`src/rtl/uart_rx_fifo.sv`:
```
// 16x-oversampling UART receiver (configurable data/parity/stop) feeding a valid/ready FIFO.
// Optional break detection is compiled in with `define UART_RX_FIFO_BREAK_DETECT_EN.
module uart_rx_fifo #(
  parameter int DATA_BITS  = 8,
  parameter int PARITY     = 0,
  parameter int STOP_BITS  = 1,
  parameter int FIFO_DEPTH = 8,
  parameter int DIV_W      = 16
) (
  input  logic                        clk,
  input  logic                        reset,
  input  logic [DIV_W-1:0]            baud_div,
  input  logic                        rx_line,
  output logic [8:0]                  m_data,
  output logic                        m_perr,
  output logic                        m_ferr,
  output logic                        m_valid,
  input  logic                        m_ready,
  output logic [$clog2(FIFO_DEPTH):0] fifo_count,
  output logic                        rx_busy,
  output logic                        overrun,
  input  logic                        ovr_clr,
  output logic                        rx_break
);

  localparam int AW = $clog2(FIFO_DEPTH);
  localparam int CW = AW + 1;
  localparam logic [3:0]    LAST_BIT  = 4'(DATA_BITS - 1);
  localparam logic          LAST_STOP = 1'(STOP_BITS - 1);
  localparam logic [CW-1:0] DEPTH_C   = CW'(FIFO_DEPTH);

  typedef enum logic [2:0] {
    S_IDLE, S_START, S_DATA, S_PARITY, S_STOP, S_BREAK
  } state_t;

  function automatic logic majority3(input logic a, input logic b, input logic c);
    return (a & b) | (a & c) | (b & c);
  endfunction

  state_t           r_state, w_next;
  logic             r_sync1, r_sync2, r_rxs_d;
  logic [DIV_W-1:0] r_div, r_pre, w_div_m1;
  logic [3:0]       r_os;
  logic             r_s7, r_s8;
  logic [3:0]       r_bit;
  logic             r_stop;
  logic [8:0]       r_data;
  logic             r_perr, r_ferr;
  logic             w_fall, w_tick, w_vote, w_vote_ev, w_end_ev;
  logic             w_start, w_push, w_ferr_fin;
  logic [10:0]      w_word;

  // Input synchroniser and edge history
  always_ff @(posedge clk or posedge reset) begin
    if (reset) begin
      r_sync1 <= 1'b1;
      r_sync2 <= 1'b1;
      r_rxs_d <= 1'b1;
    end else begin
      r_sync1 <= rx_line;
      r_sync2 <= r_sync1;
      r_rxs_d <= r_sync2;
    end
  end

  assign w_fall   = r_rxs_d & ~r_sync2;
  assign w_div_m1 = (r_div == '0) ? '0 : r_div - 1'b1;
  assign w_tick   = (r_pre == w_div_m1);

  // Prescaler and oversample counter; a new divisor is picked up only at a wrap or a start edge
  always_ff @(posedge clk or posedge reset) begin
    if (reset) begin
      r_pre <= '0;
      r_div <= '0;
      r_os  <= '0;
    end else if (w_start) begin
      r_pre <= '0;
      r_div <= baud_div;
      r_os  <= '0;
    end else if (w_tick) begin
      r_pre <= '0;
      r_div <= baud_div;
      r_os  <= r_os + 1'b1;
    end else begin
      r_pre <= r_pre + 1'b1;
    end
  end

  assign w_vote     = majority3(r_s7, r_s8, r_sync2);
  assign w_vote_ev  = w_tick && (r_os == 4'd9);
  assign w_end_ev   = w_tick && (r_os == 4'd15);
  assign w_ferr_fin = r_ferr | ~w_vote;
  assign w_word     = {r_perr, w_ferr_fin, r_data};

`ifdef UART_RX_FIFO_BREAK_DETECT_EN
  logic r_par, r_brk, w_brk;
`endif

  // FSM state register
  always_ff @(posedge clk or posedge reset) begin
    if (reset) r_state <= S_IDLE;
    else       r_state <= w_next;
  end

  always_comb begin
    w_next  = r_state;
    w_start = 1'b0;
    w_push  = 1'b0;
`ifdef UART_RX_FIFO_BREAK_DETECT_EN
    w_brk   = 1'b0;
`endif
    case (r_state)
      S_IDLE: begin
        if (w_fall) begin
          w_start = 1'b1;
          w_next  = S_START;
        end
      end
      S_START: begin
        if (w_vote_ev && w_vote) w_next = S_IDLE;
        else if (w_end_ev)       w_next = S_DATA;
      end
      S_DATA: begin
        if (w_end_ev && (r_bit == LAST_BIT))
          w_next = (PARITY != 0) ? S_PARITY : S_STOP;
      end
      S_PARITY: begin
        if (w_end_ev) w_next = S_STOP;
      end
      S_STOP: begin
        // Leave mid-bit so the next start edge can be caught early
        if (w_vote_ev && (r_stop == LAST_STOP)) begin
          w_push = 1'b1;
          w_next = S_IDLE;
`ifdef UART_RX_FIFO_BREAK_DETECT_EN
          if (w_ferr_fin && (r_data == '0) && !r_par) begin
            w_brk  = 1'b1;
            w_next = S_BREAK;
          end
`endif
        end
      end
      S_BREAK: begin
        if (r_sync2) w_next = S_IDLE;
      end
      default: w_next = S_IDLE;
    endcase
  end

  // Frame datapath: vote sampling, data shift-in, parity and framing flags
  always_ff @(posedge clk) begin
    if (w_tick && (r_os == 4'd7)) r_s7 <= r_sync2;
    if (w_tick && (r_os == 4'd8)) r_s8 <= r_sync2;
    if (w_start) begin
      r_data <= '0;
      r_bit  <= '0;
      r_stop <= 1'b0;
      r_perr <= 1'b0;
      r_ferr <= 1'b0;
    end else begin
      case (r_state)
        S_DATA: begin
          if (w_vote_ev) r_data[r_bit] <= w_vote;
          if (w_end_ev)  r_bit <= r_bit + 1'b1;
        end
        S_PARITY: begin
          if (w_vote_ev) r_perr <= ((^r_data) ^ w_vote) != (PARITY == 1);
        end
        S_STOP: begin
          if (w_vote_ev) r_ferr <= w_ferr_fin;
          if (w_end_ev)  r_stop <= r_stop + 1'b1;
        end
        default: ;
      endcase
    end
  end

`ifdef UART_RX_FIFO_BREAK_DETECT_EN
  always_ff @(posedge clk) begin
    if (w_start)                            r_par <= 1'b0;
    else if (r_state == S_PARITY && w_vote_ev) r_par <= w_vote;
  end

  always_ff @(posedge clk or posedge reset) begin
    if (reset) r_brk <= 1'b0;
    else       r_brk <= w_brk;
  end

  assign rx_break = r_brk;
`else
  assign rx_break = 1'b0;
`endif

  assign rx_busy = (r_state != S_IDLE);

  // Receive FIFO
  logic [10:0]   r_mem [FIFO_DEPTH];
  logic [AW-1:0] r_wr, r_rd;
  logic [CW-1:0] r_cnt;
  logic          r_ovr;
  logic          w_full, w_pop, w_wr_en;
  logic [10:0]   w_head;

  assign w_full  = (r_cnt == DEPTH_C);
  assign m_valid = (r_cnt != '0);
  assign w_pop   = m_valid & m_ready;
  assign w_wr_en = w_push & (~w_full | w_pop);

  always_ff @(posedge clk or posedge reset) begin
    if (reset) begin
      r_wr  <= '0;
      r_rd  <= '0;
      r_cnt <= '0;
      r_ovr <= 1'b0;
    end else begin
      if (w_wr_en) r_wr <= r_wr + 1'b1;
      if (w_pop)   r_rd <= r_rd + 1'b1;
      case ({w_wr_en, w_pop})
        2'b10:   r_cnt <= r_cnt + 1'b1;
        2'b01:   r_cnt <= r_cnt - 1'b1;
        default: ;
      endcase
      if (w_push && w_full && !w_pop) r_ovr <= 1'b1;
      else if (ovr_clr)               r_ovr <= 1'b0;
    end
  end

  always_ff @(posedge clk) begin
    if (w_wr_en) r_mem[r_wr] <= w_word;
  end

  assign w_head     = r_mem[r_rd];
  assign m_data     = m_valid ? w_head[8:0] : 9'd0;
  assign m_ferr     = m_valid & w_head[9];
  assign m_perr     = m_valid & w_head[10];
  assign fifo_count = r_cnt;
  assign overrun    = r_ovr;

endmodule

```
`config.mk`:
```
export PLATFORM = sky130hd
export DESIGN_NAME = uart_rx_fifo
export DESIGN_NICKNAME = d
export VERILOG_FILES = /design/src/rtl/uart_rx_fifo.sv
export SDC_FILE = /design/constraint.sdc
export NUM_CORES = 1
export LEC_CHECK = 0
export BUFFER_PORTS_ARGS = -buffer_cell sky130_fd_sc_hd__buf_2
export CAP_MARGIN = 10
export CORE_ASPECT_RATIO = 0.8
export CORE_MARGIN = 1
export CORE_UTILIZATION = 45
export DETAILED_ROUTE_END_ITERATION = 16
export HOLD_SLACK_MARGIN = 0.1
export PLACE_DENSITY_LB_ADDON = 0.15
export SKIP_CTS_REPAIR_TIMING = 1
export SYNTH_ARGS = -nofsm -noshare
export SYNTH_HDL_FRONTEND = slang
export SYNTH_SLANG_ARGS = --single-unit
```
`constraint.sdc`:
```
create_clock -name clk -period 5.7 [get_ports clk]
set_input_delay 0.285 -clock clk [delete_from_list [all_inputs] [get_ports clk]]
set_output_delay 0.285 -clock clk [all_outputs]
set_load 0.005 [all_outputs]
```
== Yosys cells after proc, flatten, opt, wreduce, memory -nomap -nowiden ==
Memory sizes are Yosys's and may differ from the RTL's.
Cells that the tools add are included.

* Add/sub/neg operators: 9
* Magnitude comparators: 2
* Equality and inequality tests: 20
* Multiplexer cells: 28
* Bitwise gates (word level): 17
* Reduce and logical (&&, ||, !) cells: 25

{| class="wikitable"
|+ Operators by type and width
! operator !! number
|-
| 2-to-1 mux 16 bit || 5
|-
| 2-to-1 mux 3 bit || 7
|-
| case mux 3 bit (6 select lines) || 1
|-
| adder 16 x 1 -> 16 bit, second input constant || 1
|-
| == test 16 bit || 1
|-
| == test 4 bit, second input constant || 4
|-
| zero test 16 bit || 1
|-
| subtractor 16 x 1 -> 16 bit, second input constant || 1
|-
| adder 4 x 1 -> 4 bit, second input constant || 3
|-
| logical AND 1 bit || 10
|-
| inequality test 2 bit, second input constant || 5
|-
| AND reduction 2 bit || 5
|-
| bitwise mux 9 bit || 1
|-
| 2-to-1 mux 1 bit || 9
|-
| 2-to-1 mux 9 bit || 1
|-
| XOR reduction 9 bit || 1
|-
| bitwise AND 1 bit || 8
|-
| == test 4 x 3 -> 1 bit, second input constant || 2
|-
| 2-to-1 mux 4 bit || 2
|-
| case mux 4 bit (2 select lines) || 1
|-
| adder 3 x 1 -> 3 bit, second input constant || 2
|-
| == test 3 x 2 -> 1 bit, second input constant || 2
|-
| == test 3 bit, second input constant || 2
|-
| AND reduction 6 bit || 1
|-
| 17 further kinds || 25
|}

* Register bits: 71
* Memory bits (writable): 88
* Input port bits: 21
* Logic and storage cells: 120
* Memories: 1

{| class="wikitable"
|+ Memory list
! name !! words !! bits a word !! rd ports !! clocked after memory_dff !! wr ports !! line !! RTL
|-
| r_mem || 8 || 11 || 1 || 0 || 1 || 197 || <nowiki>logic [10:0] r_mem [FIFO_DEPTH];</nowiki>
|}

== Depth between registers and ports, before layout ==
* Depth in word-level cells: 10
* Gate-level depth with buffers: 16

== Worst setup path after synthesis ==
No wires, ideal clock.

* Path kind: register -> register
* From: register r_div[4]
* To: memory r_mem[4][0], enable pin
* Arrival time: 4.015 ns
* Required time: 5.288 ns
* Setup slack: 1.273 ns
* Cell stages (with the launch flop): 10
* Cells stage by stage: dfrtp_1 -> or4_4 -> or4_1 -> a2111o_1 -> a21oi_1 -> o22ai_1 -> a21oi_1 -> buf_2 -> nand4_2 -> nor4b_1

* Cells in the longest elaborated chain, start to end: 10

{| class="wikitable"
|+ RTL lines
! item !! line !! RTL
|-
| start: declaration || 42 || <nowiki>logic [DIV_W-1:0] r_div, r_pre, w_div_m1;</nowiki>
|-
| start signal: assignment || 78 || <nowiki>r_div <= baud_div;</nowiki>
|-
| start signal: assignment || 82 || <nowiki>r_div <= baud_div;</nowiki>
|-
| subtractor 16 x 1 -> 16 bit / zero test 16 bit (equally long branches) || 67 || <nowiki>assign w_div_m1 = (r_div == '0) ? '0 : r_div - 1'b1;</nowiki>
|-
| 2-to-1 mux 16 bit (*) || 67 ||
|-
| == test 16 bit (*) || 68 || <nowiki>assign w_tick = (r_pre == w_div_m1);</nowiki>
|-
| logical AND 1 bit (*) || 90 || <nowiki>assign w_vote_ev = w_tick && (r_os == 4'd9);</nowiki>
|-
| logical AND 1 bit (*) || 132 || <nowiki>if (w_vote_ev && (r_stop == LAST_STOP)) begin</nowiki>
|-
| 2-to-1 mux 1 bit (*) || 132 ||
|-
| 2-to-1 mux 1 bit (*) || 112 || <nowiki>case (r_state)</nowiki>
|-
| bitwise AND 1 bit (*) || 207 || <nowiki>assign w_wr_en = w_push & (~w_full | w_pop);</nowiki>
|-
| 2-to-1 mux 1 bit (*) || 229 || <nowiki>if (w_wr_en) r_mem[r_wr] <= w_word;</nowiki>
|-
| 2-to-1 mux 1 bit (not written as such) (*) || 229 ||
|-
| end: declaration || 197 ||
|}

Mark *: on every way between the ends. The rest lies on a longest branch, timed or not.

== Worst setup path after layout ==
* From: register r_div[2]
* To: register r_cnt[2], in the netlist fifo_count[2]

* Cells in the longest elaborated chain, start to end: 10

{| class="wikitable"
|+ RTL lines
! item !! line !! RTL
|-
| subtractor 16 x 1 -> 16 bit / zero test 16 bit (equally long branches) || 67 ||
|-
| 2-to-1 mux 16 bit (*) || 67 ||
|-
| == test 16 bit (*) || 68 ||
|-
| logical AND 1 bit (*) || 90 ||
|-
| logical AND 1 bit (*) || 132 ||
|-
| 2-to-1 mux 1 bit (*) || 132 ||
|-
| 2-to-1 mux 1 bit (*) || 112 ||
|-
| bitwise AND 1 bit (*) || 207 ||
|-
| == test 2 x 1 -> 1 bit / == test 2 bit (equally long branches) || 218 || <nowiki>case ({w_wr_en, w_pop})</nowiki>
|-
| case mux 4 bit (2 select lines) / nonzero test 2 bit (equally long branches) || - ||
|-
| end signal: assignment || 219 || <nowiki>2'b10: r_cnt <= r_cnt + 1'b1;</nowiki>
|-
| end signal: assignment || 220 || <nowiki>2'b01: r_cnt <= r_cnt - 1'b1;</nowiki>
|-
| end: declaration || 199 || <nowiki>logic [CW-1:0] r_cnt;</nowiki>
|}

Marked as above.
A chain may end at the register's enable or synchronous reset.

==> results_dict.tcl <==
set metrics [dict create \
    hpwlAfterDp_mm 11.99 \
    wl_per_cell_um 18.71 \
    synth_fa_ha_area_share_pct 2.069 \
    p_clk_share_pct 31.7 \
    setup-violations-final 0 \
    synth-main-ff-cell "edfxtp_1" \
    worst_hold_startpoint "baud_div[15]" \
    n_fill_cell 1458 \
    ys_ff_latch 159 \
    worst-path-buf-inv 1 \
    clock_path_buffers 2 \
    min_period_ns 4.286 \
    crit_family "simple AND/OR/NAND/NOR gates" \
    dieWidth_um 148.6 \
    design.core.area_mm2 0.01666 \
    stdcell_count 919 \
    slew_headroom_pct 27.18 \
    startpoint "r_div[2]" \
    drive_above_1_share_pct 18.03 \
    boundaryPins 40 \
    vias 5285 \
    cts_buffers 17 \
    grt_overflow 0 \
    powerDensity_mw_per_mm2 385.5 \
    multi_input_area_mm2 0.003211 \
    drtPass1Iterations 5 \
    worstSetupPathType "reg -> reg" \
    die_height_um 119.3 \
    period_share_pct 75.19 \
    preCtsSetupSlack_ns 1.443 \
    critPathMaxStageDelay_ns 0.68 \
    fin_area_mm2 0.008919 \
    grt_pass1_wl_mm 27.65 \
    yosysSeqAreaShare_pct 56.24 \
    maxSlewViolCount 0 \
    ant_nets 0 \
    synthXorXnorAreaFrac_pct 5.205 \
    fmax_ghz 0.2333 \
    skew_ns 0.01173 \
    worstSetupStartpointType "flip-flop" \
    antenna_found_initial 0 \
    synth.avg_cell_area_um2 12.31 \
    synth_mux_area_share_pct 10.75 \
    p_seq_share_pct 44.6 \
    ys_warn_count 0 \
    synth_compound_area_share_pct 6.014 \
    async_flop_share_pct 33.33 \
    grt_use_total_pct 21.08 \
    syn-instance-count 629 \
    fin_setup_tns_ns 0 \
    worst_slew_pin_slew_ns 1.092 \
    critPathCaptureType "flip-flop" \
    cts_sinks 159 \
    io_buffers 38 \
    diodes 0 \
    synthSimpleGateAreaFrac_pct 17.07 \
    seq_area_mm2 0.004353 \
    place_area_mm2 0.008198 \
    area.growth.synth_to_final_pct 15.23 \
    drt-total-wl_mm 17.19 \
    arrival_ns 4.63 \
    grt_pass1_vias 5081 \
    syn_area_mm2 0.007740 \
    clock_latency_ns 0.42 \
    synth_top_family_by_area "simple AND/OR/NAND/NOR gates" \
    rsz0062_at_grt "no" \
    synthDistinctLibCells 67 \
    layout_common_cells "edfxtp_1, nor2_1, dfrtp_1" \
    leakage_nw 3.541 \
    ir_worst_vdd_mv 0.1862 \
    cts_root_buf "clkbuf_16" \
    p_int_mw 2.320 \
    slowest_stage "or4_4" \
    layout_commonest_cell "edfxtp_1" \
    p_sw_share_pct 32.53 \
    min_path_type "in -> reg" \
    crit_chain "or4_4, or4_1, a2111o_1, a21oi_1, o22ai_1, nor4_4, buf_4, a31o_2, xnor2_1, ha_1, or2_2, o22ai_1, xor2_1" \
    grt_max_degree 32 \
    crit_fanout 13 \
    cp_common_cell "o22ai_1" \
    nets 719 \
    status "finished, final reports clean" \
    drc_errors 0 \
    finalWeightedCongestion 0.8853 \
    viasPerCell 5.751 \
    required_ns 6.04 \
    report.final.hold_viol_count 0 \
    reg2reg_from "r_div[2]" \
    dpl.cell_count 872 \
    fin_hold_ws_ns 0.08862 \
    switchingPower_mw 1.118 \
    cts.reportedPaths.clkPinSlew_ns 0.07 \
    drtIter0Drc 447 \
    syn_nets 662 \
    cts_htree_levels 4 \
    start_util_pct 46.46 \
    cts_tree "built" \
    maxCapViolations 0 \
    num_rows 42 \
    synth_edf_count 90 \
    dieArea_mm2 0.01773 \
    worst_slack_ns 1.414 \
    pwr-share-comb_pct 23.6 \
]
## tightest hold or removal path, delay by kind of cell
family | cells | cell delay [ns]
AO/OA/AOI/OAI | 2 | 0.11
buffers and inverters | 1 | 0.07
## power by group through the flow
stage	clock network, mW	logic, mW	registers [mW]
after detailed placement	0	0.792	1.55
after floorplan	0	0.707	1.42
final	1.09	0.812	1.53
after CTS	1.12	0.799	1.53
after global routing	1.16	0.899	1.56
after global placement	0	0.772	1.55
## through the flow
stage / total power, mW / util, %
floorplan: 2.127 / -
global placement: 2.320 / 49.21
detailed placement: 2.347 / 49.21
CTS: 3.449 / 52.64
global route: 3.619 / 53.54
finish: 3.438 / 53.54
## layer usage
metal | vias up | wire length [um] | global-route usage (%) | part of all wire (%)
li1 | 2482 | - | - | -
met1 | 2619 | 8657 | 32.15 | 50
met2 | 159 | 7242 | 28.94 | 42
met3 | 25 | 1085 | 4.981 | 6.3
met4 | 0 | 205 | 7.410 | 1.2
met5 | - | 0 | 0 | 0
## Yosys cell counts (all sizes together), types with 4 or more instances
cell type | instances | area (um2)
a21oi | 19 | 95.09
a31oi | 5 | 31.28
and2 | 9 | 56.30
and3 | 12 | 75.07
and4 | 5 | 43.79
buf | 13 | 77.57
clkbuf | 16 | 60.06
dfrtp | 50 | 1251
dfxtp | 16 | 320.3
edfxtp | 90 | 2703
ha | 12 | 150.1
inv | 17 | 63.81
mux2 | 13 | 146.4
mux2i | 19 | 190.2
mux4 | 22 | 495.5
nand2 | 42 | 162.6
nand2b | 12 | 75.07
nand3 | 20 | 100.1
nand4 | 17 | 112.6
nor2 | 50 | 187.7
nor3 | 17 | 85.08
nor3b | 8 | 60.06
nor4 | 16 | 142.6
nor4b | 4 | 35.03
o21ai | 18 | 90.09
o22ai | 4 | 25.02
o31ai | 4 | 30.03
or2 | 4 | 25.03
or3 | 9 | 56.30
or4 | 7 | 56.30
xnor2 | 32 | 280.3
xor2 | 14 | 122.6
## cells by family after synthesis
family / Yosys count
other: 1
AO/OA/AOI/OAI: 72
flip-flops: 159
XOR/XNOR: 46
multiplexers: 54
AND/OR/NAND/NOR: 238
adder cells (fa/ha/maj): 13
buffers and inverters: 46
## registers in the layout, indices dropped and copies added, names as in the netlist, 3 cells and up
name and flops:
r_div 16, r_wr 3, fifo_count 4, r_bit 4, r_data 9, r_pre 16
r_mem 88, r_os 4, r_state 3, r_rd 3
## cell type report
| cell class | count | share of cell area (%) |
|---|---|---|
| sequential | 159 | 48.81 |
| clock inverter | 14 | 1.585 |
| timing repair buffer | 67 | 4.994 |
| inverter | 17 | 0.7155 |
| clock buffer | 18 | 4.812 |
| tap | 220 | 3.086 |
| multi-input combinational | 424 | 36.00 |
## final timing paths
check | endpoint | cells past startpoint | slack [ns]
setup / recovery | fifo_count[2] | 13 | 1.41
hold / removal | r_div[15] | 3 | 0.09
setup reg to reg | fifo_count[2] | 13 | 1.41
hold reg to reg | r_sync2 | 0 | 0.36
max in group asynchronous | r_sync2 | 4 | 4.38
min in group asynchronous | r_div[4] | 3 | 0.45
(Power assumes the default switching activity.)
